### config.mk
export PLATFORM = sky130hd
export DESIGN_NAME = trace_frame_assembler
export DESIGN_NICKNAME = d
export VERILOG_FILES = /design/src/rtl/trace_frame_assembler.sv
export SDC_FILE = /design/constraint.sdc
export NUM_CORES = 1
export LEC_CHECK = 0
export CAP_MARGIN = 30
export CORE_MARGIN = 10
export CORE_UTILIZATION = 40
export DETAILED_ROUTE_END_ITERATION = 6
export DONT_BUFFER_PORTS = 1
export GPL_TIMING_DRIVEN = 0
export RECOVER_POWER = 25
export SLEW_MARGIN = 20
export SYNTH_ARGS = -nofsm -noshare
export SYNTH_HDL_FRONTEND = slang
export SYNTH_SLANG_ARGS = --single-unit
### constraint.sdc
create_clock -name traceClkin -period 13.4 [get_ports traceClkin]
set_input_delay 4.02 -clock traceClkin [delete_from_list [all_inputs] [get_ports traceClkin]]
set_output_delay 4.02 -clock traceClkin [all_outputs]
set_load 0.005 [all_outputs]
### src/rtl/trace_frame_assembler.sv
// Assembles 8 x 16-bit trace words into 128-bit frames, validates them on commit,
// and buffers good frames in a first-word-fall-through FIFO.
module trace_frame_assembler #(
    parameter int unsigned DEPTH = 4,
    parameter int unsigned CNTW  = 16
) (
    input  logic                     traceClkin,
    input  logic                     rst,
    input  logic                     wdAvail,
    input  logic [15:0]              packetWd,
    input  logic                     packetReset,
    input  logic                     packetCommit,
    input  logic                     outReady,
    output logic                     outValid,
    output logic [127:0]             outFrame,
    output logic [$clog2(DEPTH):0]   fifoLevel,
    output logic                     overflow,
    output logic [CNTW-1:0]          dropCount,
    output logic [CNTW-1:0]          badCount
);

    localparam int unsigned PW = $clog2(DEPTH);
    localparam int unsigned LW = PW + 1;

    logic [15:0]     slot_q [8];
    logic [15:0]     slot_d [8];
    logic [3:0]      idx_q, idx_d;
    logic            bad_q, bad_d;
    logic [127:0]    mem_q [DEPTH];
    logic [PW-1:0]   wr_q, wr_d, rd_q, rd_d;
    logic [LW-1:0]   level_q, level_d;
    logic            ovf_q, ovf_d;
    logic [CNTW-1:0] drop_q, drop_d, badc_q, badc_d;

    logic [127:0]    frame_w;
    logic            pop, push, good_commit;

    assign outValid  = (level_q != '0);
    assign outFrame  = outValid ? mem_q[rd_q] : '0;
    assign fifoLevel = level_q;
    assign overflow  = ovf_q;
    assign dropCount = drop_q;
    assign badCount  = badc_q;

    always_comb begin
        frame_w = '0;
        for (int unsigned i = 0; i < 8; i++) begin
            frame_w[i*16 +: 16] = slot_q[i];
        end
    end

    always_comb begin
        slot_d  = slot_q;
        idx_d   = idx_q;
        bad_d   = bad_q;
        badc_d  = badc_q;
        drop_d  = drop_q;
        wr_d    = wr_q;
        rd_d    = rd_q;
        level_d = level_q;

        pop         = outValid && outReady;
        good_commit = packetCommit && !packetReset && (idx_q == 4'd8) && !bad_q;
        // A full FIFO still accepts the frame when the head leaves in the same cycle.
        push        = good_commit && ((level_q != LW'(DEPTH)) || pop);
        ovf_d       = good_commit && !push;

        if (packetReset) begin
            idx_d = '0;
            bad_d = 1'b0;
        end else if (packetCommit) begin
            if (!good_commit && (badc_q != '1)) begin
                badc_d = badc_q + 1'b1;
            end
            bad_d = 1'b0;
            if (wdAvail) begin
                slot_d[0] = packetWd;
                idx_d     = 4'd1;
            end else begin
                idx_d     = '0;
            end
        end else if (wdAvail) begin
            if (idx_q < 4'd8) begin
                slot_d[idx_q[2:0]] = packetWd;
                idx_d              = idx_q + 1'b1;
            end else begin
                bad_d = 1'b1;
            end
        end

        if (ovf_d && (drop_q != '1)) begin
            drop_d = drop_q + 1'b1;
        end

        if (push) wr_d = wr_q + 1'b1;
        if (pop)  rd_d = rd_q + 1'b1;
        if (push && !pop) begin
            level_d = level_q + 1'b1;
        end else if (pop && !push) begin
            level_d = level_q - 1'b1;
        end
    end

    always_ff @(posedge traceClkin) begin
        if (rst) begin
            for (int unsigned i = 0; i < 8; i++) begin
                slot_q[i] <= '0;
            end
            for (int unsigned i = 0; i < DEPTH; i++) begin
                mem_q[i] <= '0;
            end
            idx_q   <= '0;
            bad_q   <= 1'b0;
            wr_q    <= '0;
            rd_q    <= '0;
            level_q <= '0;
            ovf_q   <= 1'b0;
            drop_q  <= '0;
            badc_q  <= '0;
        end else begin
            slot_q  <= slot_d;
            idx_q   <= idx_d;
            bad_q   <= bad_d;
            wr_q    <= wr_d;
            rd_q    <= rd_d;
            level_q <= level_d;
            ovf_q   <= ovf_d;
            drop_q  <= drop_d;
            badc_q  <= badc_d;
            if (push) begin
                mem_q[wr_q] <= frame_w;
            end
        end
    end

endmodule

==> flow_metrics.tcl, run 1 <==
set metrics [dict create \
    gp_congestion 0.8000 \
    violations "capacitance limit, slew limit" \
    ir_drop_mv 0.07948 \
    syn_nets 2132 \
    wl_um 80220 \
    r2r_end "mem_q[2][56]" \
    fmax_mhz 127.0 \
    cp_data_required_time_ns 13.72 \
    slew_headroom_pct -22.16 \
    die-area_um2 85570 \
    hold_viol_final 0 \
    grt_pass1_vias 17670 \
    place_ws_ns 5.773 \
    track_usage_pct 18.51 \
    wl_per_cell_um 24.74 \
    post_cts_buffers 0 \
    h-tree-depth 3 \
    worst-path-max-fanout 18 \
    cts_root_buffer "clkbuf_16" \
    dr.pass1.iters 5 \
    ys_top_cells_by_area "edfxtp_1, and2_1, dfxtp_1, mux4_2, mux2i_1" \
    p_leak_uw 0.01252 \
    utilization_pct 46.39 \
    yosysWarnings 0 \
    maxSlewViolCount 40 \
    die-width_um 292.5 \
    synth_area_per_cell_um2 14.12 \
    synth_area_um2 29710 \
    synth-seq-cells 687 \
    finalCriticalPeriod_ns 7.873 \
    antennaDiodeCount 0 \
    cts_sinks 687 \
    arrival_ns 8.19 \
    worstSetupEndpointType "flop" \
    clk_latency_ns 0.62 \
    cts_inserted_buffers 75 \
    core_area_um2 73330 \
    synth_most_common_cell "and2_1" \
    cts_tree "built" \
    cts_buffer_depth 3 \
    first_iter_violations 1168 \
    drive_gt1_share_pct 14.06 \
    area_growth_syn_to_layout_pct 14.51 \
    placementRows 99 \
    dpl.hpwl_um 52750 \
    drc_errors 0 \
    fin_nets 2248 \
    finClkSkew_ns 0.02047 \
    clk_pin_slew_worst_paths_ns 0.06 \
    fin_ws_ns 5.527 \
    io_pins 187 \
    yosysSeqAreaShare_pct 63.54 \
    gr-total-overflow 0 \
    whs_endpoint "bad_q" \
    grt_pass1_wl_um 116500 \
    async_reset_ff_share_pct 0 \
    antenna_found_initial 0 \
    yosysTopAreaCellShare_pct 51.75 \
    setup_viol 0 \
    rsz0062_at_grt "false" \
    worstSetupPathType "primary input to flop" \
    tightest_slew_ns 1.832 \
    viasPerCell 5.246 \
    startpoint_type "primary input" \
    finalPower_uw 4615 \
    hold_path.class "flop to flop" \
    powerDensity_nw_per_um2 135.6 \
    vias 17010 \
    synthCells 2104 \
    finalCritPeriodShare_pct 58.75 \
    cts_hold_buf 0 \
    r2r_start "idx_q[1]" \
    synth.distinct_cells 51 \
    start_util_pct 40.51 \
    grt_max_degree 39 \
    synth_top_area_cell "edfxtp_1" \
    ant_nets 0 \
    synth_top_flop_cell "edfxtp_1" \
    status "complete, but fails checks" \
    hold_depth 2 \
    cts_resized 0 \
    io_buffer_count 0 \
    max_cap_viol_count 2 \
    reg2reg_depth 11 \
    die_height_um 292.5 \
    reg2reg_slack_ns 8.62 \
    hold_start "bad_q" \
    yosys-top-cells-count "and2_1, edfxtp_1, dfxtp_1" \
    synth_edf_count 512 \
]
## placed cells by master, fill, tap and decap left out, drive strengths merged, types with 16 or more instances in the layout
cell type	synthesis	final
and2	637	637
edfxtp	512	512
clkbuf	106	233
dfxtp	175	175
nor2	153	153
mux2i	129	129
mux4	128	128
buf	47	70
a21oi	26	26
nand3	22	22
or4	17	17
o31ai	17	17
inv	11	16
## sequential cells by signal, indices dropped and copies added (netlist names), named ones only
signal     flops
badCount      16
dropCount     16
overflow       1
rd_q           2
mem_q        512
frame_w      128
idx_q          4
wr_q           2
bad_q          1
fifoLevel      3
## report_power, final
group | total (uW) | switching (uW) | internal, uW | leakage [uW]
logic | 130 | 88.1 | 41.6 | 0.00481
clock network | 2120 | 853 | 1270 | 0.00124
registers | 2370 | 19.4 | 2350 | 0.00647
total | 4610 | 960 | 3650 | 0.0125
## worst max-delay path: stages
cell      delay (ns)
clkbuf_1        0.27
nor2b_1         0.44
nand3_1         0.23
o21bai_1        1.35
clkbuf_1        1.05
buf_12          0.29
buf_16          0.17
buf_16          0.16
buf_16          0.17
## routing by layer
layer	vias up	GRT usage, %	part of all wire (%)
met5	-	0	0
met4	0	4.652	2.2
met3	91	4.773	6.8
met2	458	32.13	51
met1	8663	22.72	41
li1	7794	-	-
## final cells by class
cell class              instances  area (um2)
fillers                      6503       39310
flip-flops and latches        687       18880
multi-input cells            1253       10140
clock buffers                 111        2175
well taps                     959        1200
repair buffers                 39       620.6
plain buffers                 153       615.6
clock inverters                29       351.6
inverters                      11       41.29
## worst max path at each step
stage,end,from,slack (ns),depth (start not counted)
6_report,mem_q[2][56],packetCommit,5.53,9
5_1_grt,mem_q[2][56],packetCommit,5.32,9
4_1_cts,outFrame[31],fifoLevel[0],5.94,5
3_5_place_dp,mem_q[1][73],packetCommit,5.77,10
3_3_place_gp,mem_q[2][72],packetCommit,-4.03,4
2_1_floorplan,mem_q[2][0],packetCommit,2.11,4
## cell families after synthesis
logic type | synth area share [%]
compound gates | 1.230
xor+xnor | 0.2064
fa+ha+maj | 0.2780
buf+inv | 2.207
flops | 63.54
mux | 14.32
simple gates | 18.22
## per-stage QoR
stage          setup TNS (ns)  hold WS [ns]  cell area [um2]  std cells
2_1_floorplan               0        0.4438            29710       2104
3_3_place_gp          -513.06        0.4672            30910       3063
3_5_place_dp                0        0.4871            31510       3091
4_1_cts                     0        0.5027            34040       3231
5_1_grt                     0        0.5554            34020       3242
6_report                    0        0.5015            34020       3242
(Power assumes the default switching activity.)
==> inputs of run 2 (changes only) <==
==> constraint.sdc (replaced) <==
create_clock -name traceClkin -period 7.9 [get_ports traceClkin]
set_input_delay 2.37 -clock traceClkin [delete_from_list [all_inputs] [get_ports traceClkin]]
set_output_delay 2.37 -clock traceClkin [all_outputs]
set_load 0.005 [all_outputs]
==> flow_metrics.tcl, run 2 (synthesis results as in run 1) <==
set metrics [dict create \
    ir_drop_mv 0.1391 \
    tightest_slew_ns 2.444 \
    die-area_um2 85570 \
    core_area_um2 73330 \
    final_cell_area_um2 34030 \
    largest_reg_flops 512 \
    worstSetupPathType "primary input to flop" \
    slew_headroom_pct -62.91 \
    fmax_mhz 164.9 \
    setup_viol 0 \
    clk_latency_ns 0.62 \
    antenna_found_initial 1 \
    wl_um 80630 \
    status "complete, but fails checks" \
    fin_ws_ns 1.837 \
    layout.cells.non_filler 3243 \
    drc_errors 0 \
    worstSetupEndpointType "flop" \
    crit_chain "clkbuf_1 -> nor2b_1 -> nand3_1 -> inv_1 -> a31o_1 -> clkbuf_1 -> buf_16" \
    hold_path.class "flop to flop" \
    cts_hold_buf 0 \
    start_util_pct 40.51 \
    regMostFlops "mem_q" \
    final_common_cell "and2_1" \
    worst-path-max-fanout 35 \
    arrival_ns 6.35 \
    violations "capacitance limit, slew limit" \
    cp_data_required_time_ns 8.19 \
    cts_root_buffer "clkbuf_16" \
    mostFrequentLayoutCells "and2_1, edfxtp_1, dfxtp_1, nor2_1, clkbuf_1" \
    cts_sinks 687 \
    placementRows 99 \
    finalCriticalPeriod_ns 6.063 \
    cts_inserted_buffers 75 \
    wl_per_cell_um 24.86 \
    area_growth_syn_to_layout_pct 14.54 \
    cts_buffer_depth 3 \
    ant_nets 0 \
    hold_viol_final 0 \
    cts_resized 0 \
    place_ws_ns 2.205 \
    finalCritPeriodShare_pct 76.75 \
    fin_nets 2249 \
    cts_tree "built" \
    max_cap_viol_count 4 \
    finClkSkew_ns 0.02086 \
    seqCellArea_um2 18880 \
    viasPerCell 5.322 \
    powerDensity_nw_per_um2 229.3 \
    drive_gt1_share_pct 13.80 \
    io_buffer_count 0 \
    slowest_stage "clkbuf_1" \
    fillerInstances 6435 \
    multi_input_area_um2 10140 \
    grt_pass1_wl_um 116300 \
    startpoint_type "primary input" \
    h-tree-depth 3 \
    dpl.hpwl_um 52680 \
    track_usage_pct 18.44 \
    io_pins 187 \
    dr.pass1.iters 5 \
    rsz0062_at_grt "false" \
    post_cts_buffers 0 \
    grt_pass1_vias 17620 \
    finalPower_uw 7803 \
    gp_congestion 0.7973 \
    place_inst 3091 \
    crit_top_cell "clkbuf_1" \
    die-width_um 292.5 \
    clk_pin_slew_worst_paths_ns 0.06 \
    gr-total-overflow 0 \
    maxSlewViolCount 84 \
    die_height_um 292.5 \
    grt_max_degree 40 \
    first_iter_violations 1312 \
    vias 17260 \
    worst_path_largest_cell_delay_ns 1.80 \
    p_leak_uw 0.01252 \
    placed_area_um2 31520 \
]
## run 2: cell count changes in the layout (fill, tap and decap cells not counted), sizes merged
cell / before / now
clkinvlp: 2 / 5
bufinv: 7 / 6
clkinv: 15 / 11
inv: 16 / 14
clkbuf: 233 / 236
buf: 70 / 71
diode: 0 / 1
## run 2: final timing paths
path / start / end / slack, ns / depth (start not counted)
worst max-delay path: packetCommit / mem_q[3][53] / 1.84 / 7
worst min register to register: bad_q / bad_q / 0.52 / 2
worst max register to register: idx_q[1] / mem_q[3][53] / 3.24 / 9
worst min-delay path: bad_q / bad_q / 0.52 / 2
## run 2: worst max-delay path: cells and delay by family
family	cells	cell delay [ns]
AOI/OAI and AO/OA	1	0.78
buffers and inverters	4	2.49
and+or+nand+nor	2	0.67
## run 2: cell type report
class / instances / area share [%]
sequential: 687 / 55.48
multi-input combinational: 1253 / 29.79
clock buffer: 114 / 6.405
tap: 959 / 3.526
timing repair buffer: 40 / 1.927
buffer: 153 / 1.802
clock inverter: 25 / 0.9413
inverter: 11 / 0.1213
antenna: 1 / 0.007354
## run 2: stage by stage
stage	util (%)	setup TNS (ns)	hold WS [ns]
floorplan	-	0	0.4438
global placement	42.15	-324.58	0.4705
detailed placement	42.98	0	0.4919
CTS	46.39	0	0.5091
global route	46.40	0	0.5416
finish	46.40	0	0.5182
## run 2: power breakdown
part | internal (uW) | total, uW | leakage (uW) | switching [uW]
clock | 2110 | 3570 | 0.00120 | 1460
sequential | 3980 | 4010 | 0.00647 | 33.2
combinational | 71.0 | 222 | 0.00484 | 151
## run 2: routing by layer
metal  global-route usage, %  up-vias  part of all wire (%)  routed length [um]
li1                        -     7801                     -                   -
met1                   22.86     8853                    40               32600
met2                   31.80      496                    50               40320
met3                   4.380      108                   7.2                5788
met4                   4.979        2                   2.2                1804
met5                  0.9637        -                  0.15                 119
==> inputs of run 3 (changes only) <==
==> constraint.sdc (replaced) <==
create_clock -name traceClkin -period 5.8 [get_ports traceClkin]
set_input_delay 1.74 -clock traceClkin [delete_from_list [all_inputs] [get_ports traceClkin]]
set_output_delay 1.74 -clock traceClkin [all_outputs]
set_load 0.005 [all_outputs]
==> flow_metrics.tcl, run 3 (synthesis results as in run 1) <==
set metrics [dict create \
    wl_um 79490 \
    die-width_um 292.5 \
    worst_path_largest_cell_delay_ns 1.12 \
    reg2reg_depth 10 \
    slew_headroom_pct -14.46 \
    largest_reg_flops 512 \
    first_iter_violations 1133 \
    status "complete, but fails checks" \
    cp.depth 8 \
    rsz0062_at_grt "false" \
    die_height_um 292.5 \
    p_leak_uw 0.01258 \
    hold_path.class "flop to flop" \
    grt_pass1_wl_um 116800 \
    final_cell_area_um2 34120 \
    setup_viol 0 \
    clk_pin_slew_worst_paths_ns 0.06 \
    utilization_pct 46.53 \
    start_util_pct 40.51 \
    powerDensity_nw_per_um2 314.5 \
    final_common_cell "and2_1" \
    grt_pass1_vias 17660 \
    max_cap_viol_count 1 \
    fillerInstances 6459 \
    cts_resized 0 \
    regMostFlops "mem_q" \
    vias 17110 \
    worstSetupPathType "primary input to flop" \
    antennaDiodeCount 0 \
    fmax_mhz 190.3 \
    r2r_start "idx_q[1]" \
    cts_inserted_buffers 77 \
    finalCriticalPeriod_ns 5.254 \
    worstSetupEndpointType "flop" \
    placementRows 99 \
    placed_area_um2 31510 \
    dr.pass1.iters 5 \
    ant_nets 0 \
    dpl.hpwl_um 52550 \
    cts_tree "built" \
    maxSlewViolCount 25 \
    whs_endpoint "bad_q" \
    die-area_um2 85570 \
    ir_drop_mv 0.1859 \
    hold_viol_final 0 \
    finalPower_uw 10730 \
    cts_hold_buf 0 \
    gp_congestion 0.8112 \
    grt_max_degree 40 \
    layout.cells.non_filler 3243 \
    cts_buffer_depth 3 \
    finClkSkew_ns 0.02499 \
    hold_depth 2 \
    tightest_slew_ns 1.717 \
    critPathTopFamily "buffers and inverters" \
    finalCritPeriodShare_pct 90.59 \
    cts_sinks 687 \
    cp_data_required_time_ns 6.11 \
    r2r_end "mem_q[2][69]" \
    arrival_ns 5.56 \
    gr-total-overflow 0 \
    cp_num_buf_inv 5 \
    crit_chain "clkbuf_1 -> nor2b_1 -> nand3_1 -> o21bai_1 -> clkbuf_1 -> buf_12 -> buf_16 -> buf_12" \
    area_growth_syn_to_layout_pct 14.84 \
    cts_root_buffer "clkbuf_16" \
    startpoint_type "primary input" \
    mostFrequentLayoutCells "and2_1, edfxtp_1, dfxtp_1, nor2_1, mux2i_1" \
    worst-path-max-fanout 21 \
    hold_start "bad_q" \
    place_inst 3091 \
    slowest_stage "clkbuf_1" \
    post_cts_buffers 0 \
    drive_gt1_share_pct 14.27 \
    io_buffer_count 0 \
    track_usage_pct 18.42 \
    antenna_found_initial 2 \
    violations "capacitance limit, slew limit" \
    reg2reg_slack_ns 1.40 \
    fin_nets 2248 \
    io_pins 187 \
    drc_errors 0 \
    clk_latency_ns 0.62 \
    viasPerCell 5.275 \
    wl_per_cell_um 24.51 \
    core_area_um2 73330 \
    h-tree-depth 3 \
]
==> run 3: layer usage <==
metal | GRT usage, % | up-vias | routed length, um
li1 | - | 7804 | -
met1 | 22.66 | 8669 | 31880
met2 | 30.94 | 508 | 39120
met3 | 4.849 | 126 | 5705
met4 | 6.614 | 0 | 2772
met5 | 0 | - | 0
==> run 3: worst max-delay path by stage <==
stage,start,to,slack [ns]
detailed placement,packetCommit,mem_q[1][73],0.76
floorplan,packetCommit,mem_q[2][0],0.90
global route,packetCommit,mem_q[2][61],0.31
finish,packetCommit,mem_q[2][69],0.55
global placement,packetCommit,mem_q[2][74],-1.22
CTS,flop,outFrame[8],0.70
==> run 3: layout make-up <==
cell class	instances	area, um2	share of cell area, %
well taps	959	1200	3.517
clock buffers	108	2207	6.469
flip-flops and latches	687	18880	55.33
multi-input cells	1253	10150	29.76
plain buffers	153	615.6	1.804
clock inverters	35	377.9	1.108
repair buffers	37	644.4	1.889
inverters	11	41.29	0.1210
==> run 3: report_power, final <==
part | internal [uW] | switching, uW | total, uW
sequential | 5420 | 44.8 | 5470
clock | 2980 | 1980 | 4960
combinational | 97.6 | 203 | 301
total | 8500 | 2230 | 10700
==> run 3: metrics by stage <==
stage	worst slack, ns	setup TNS [ns]	hold slack (ns)
floorplan	0.9011	0	0.4438
global placement	-1.218	-550.99	0.4680
detailed placement	0.7568	0	0.4778
CTS	0.7026	0	0.4877
global route	0.3092	0	0.5221
finish	0.5459	0	0.4843
==> run 3: worst min-delay path, stage by stage (launching register included) <==
cell and delay, ns:
dfxtp_1 0.34, a21oi_1 0.05, nor2_1 0.07
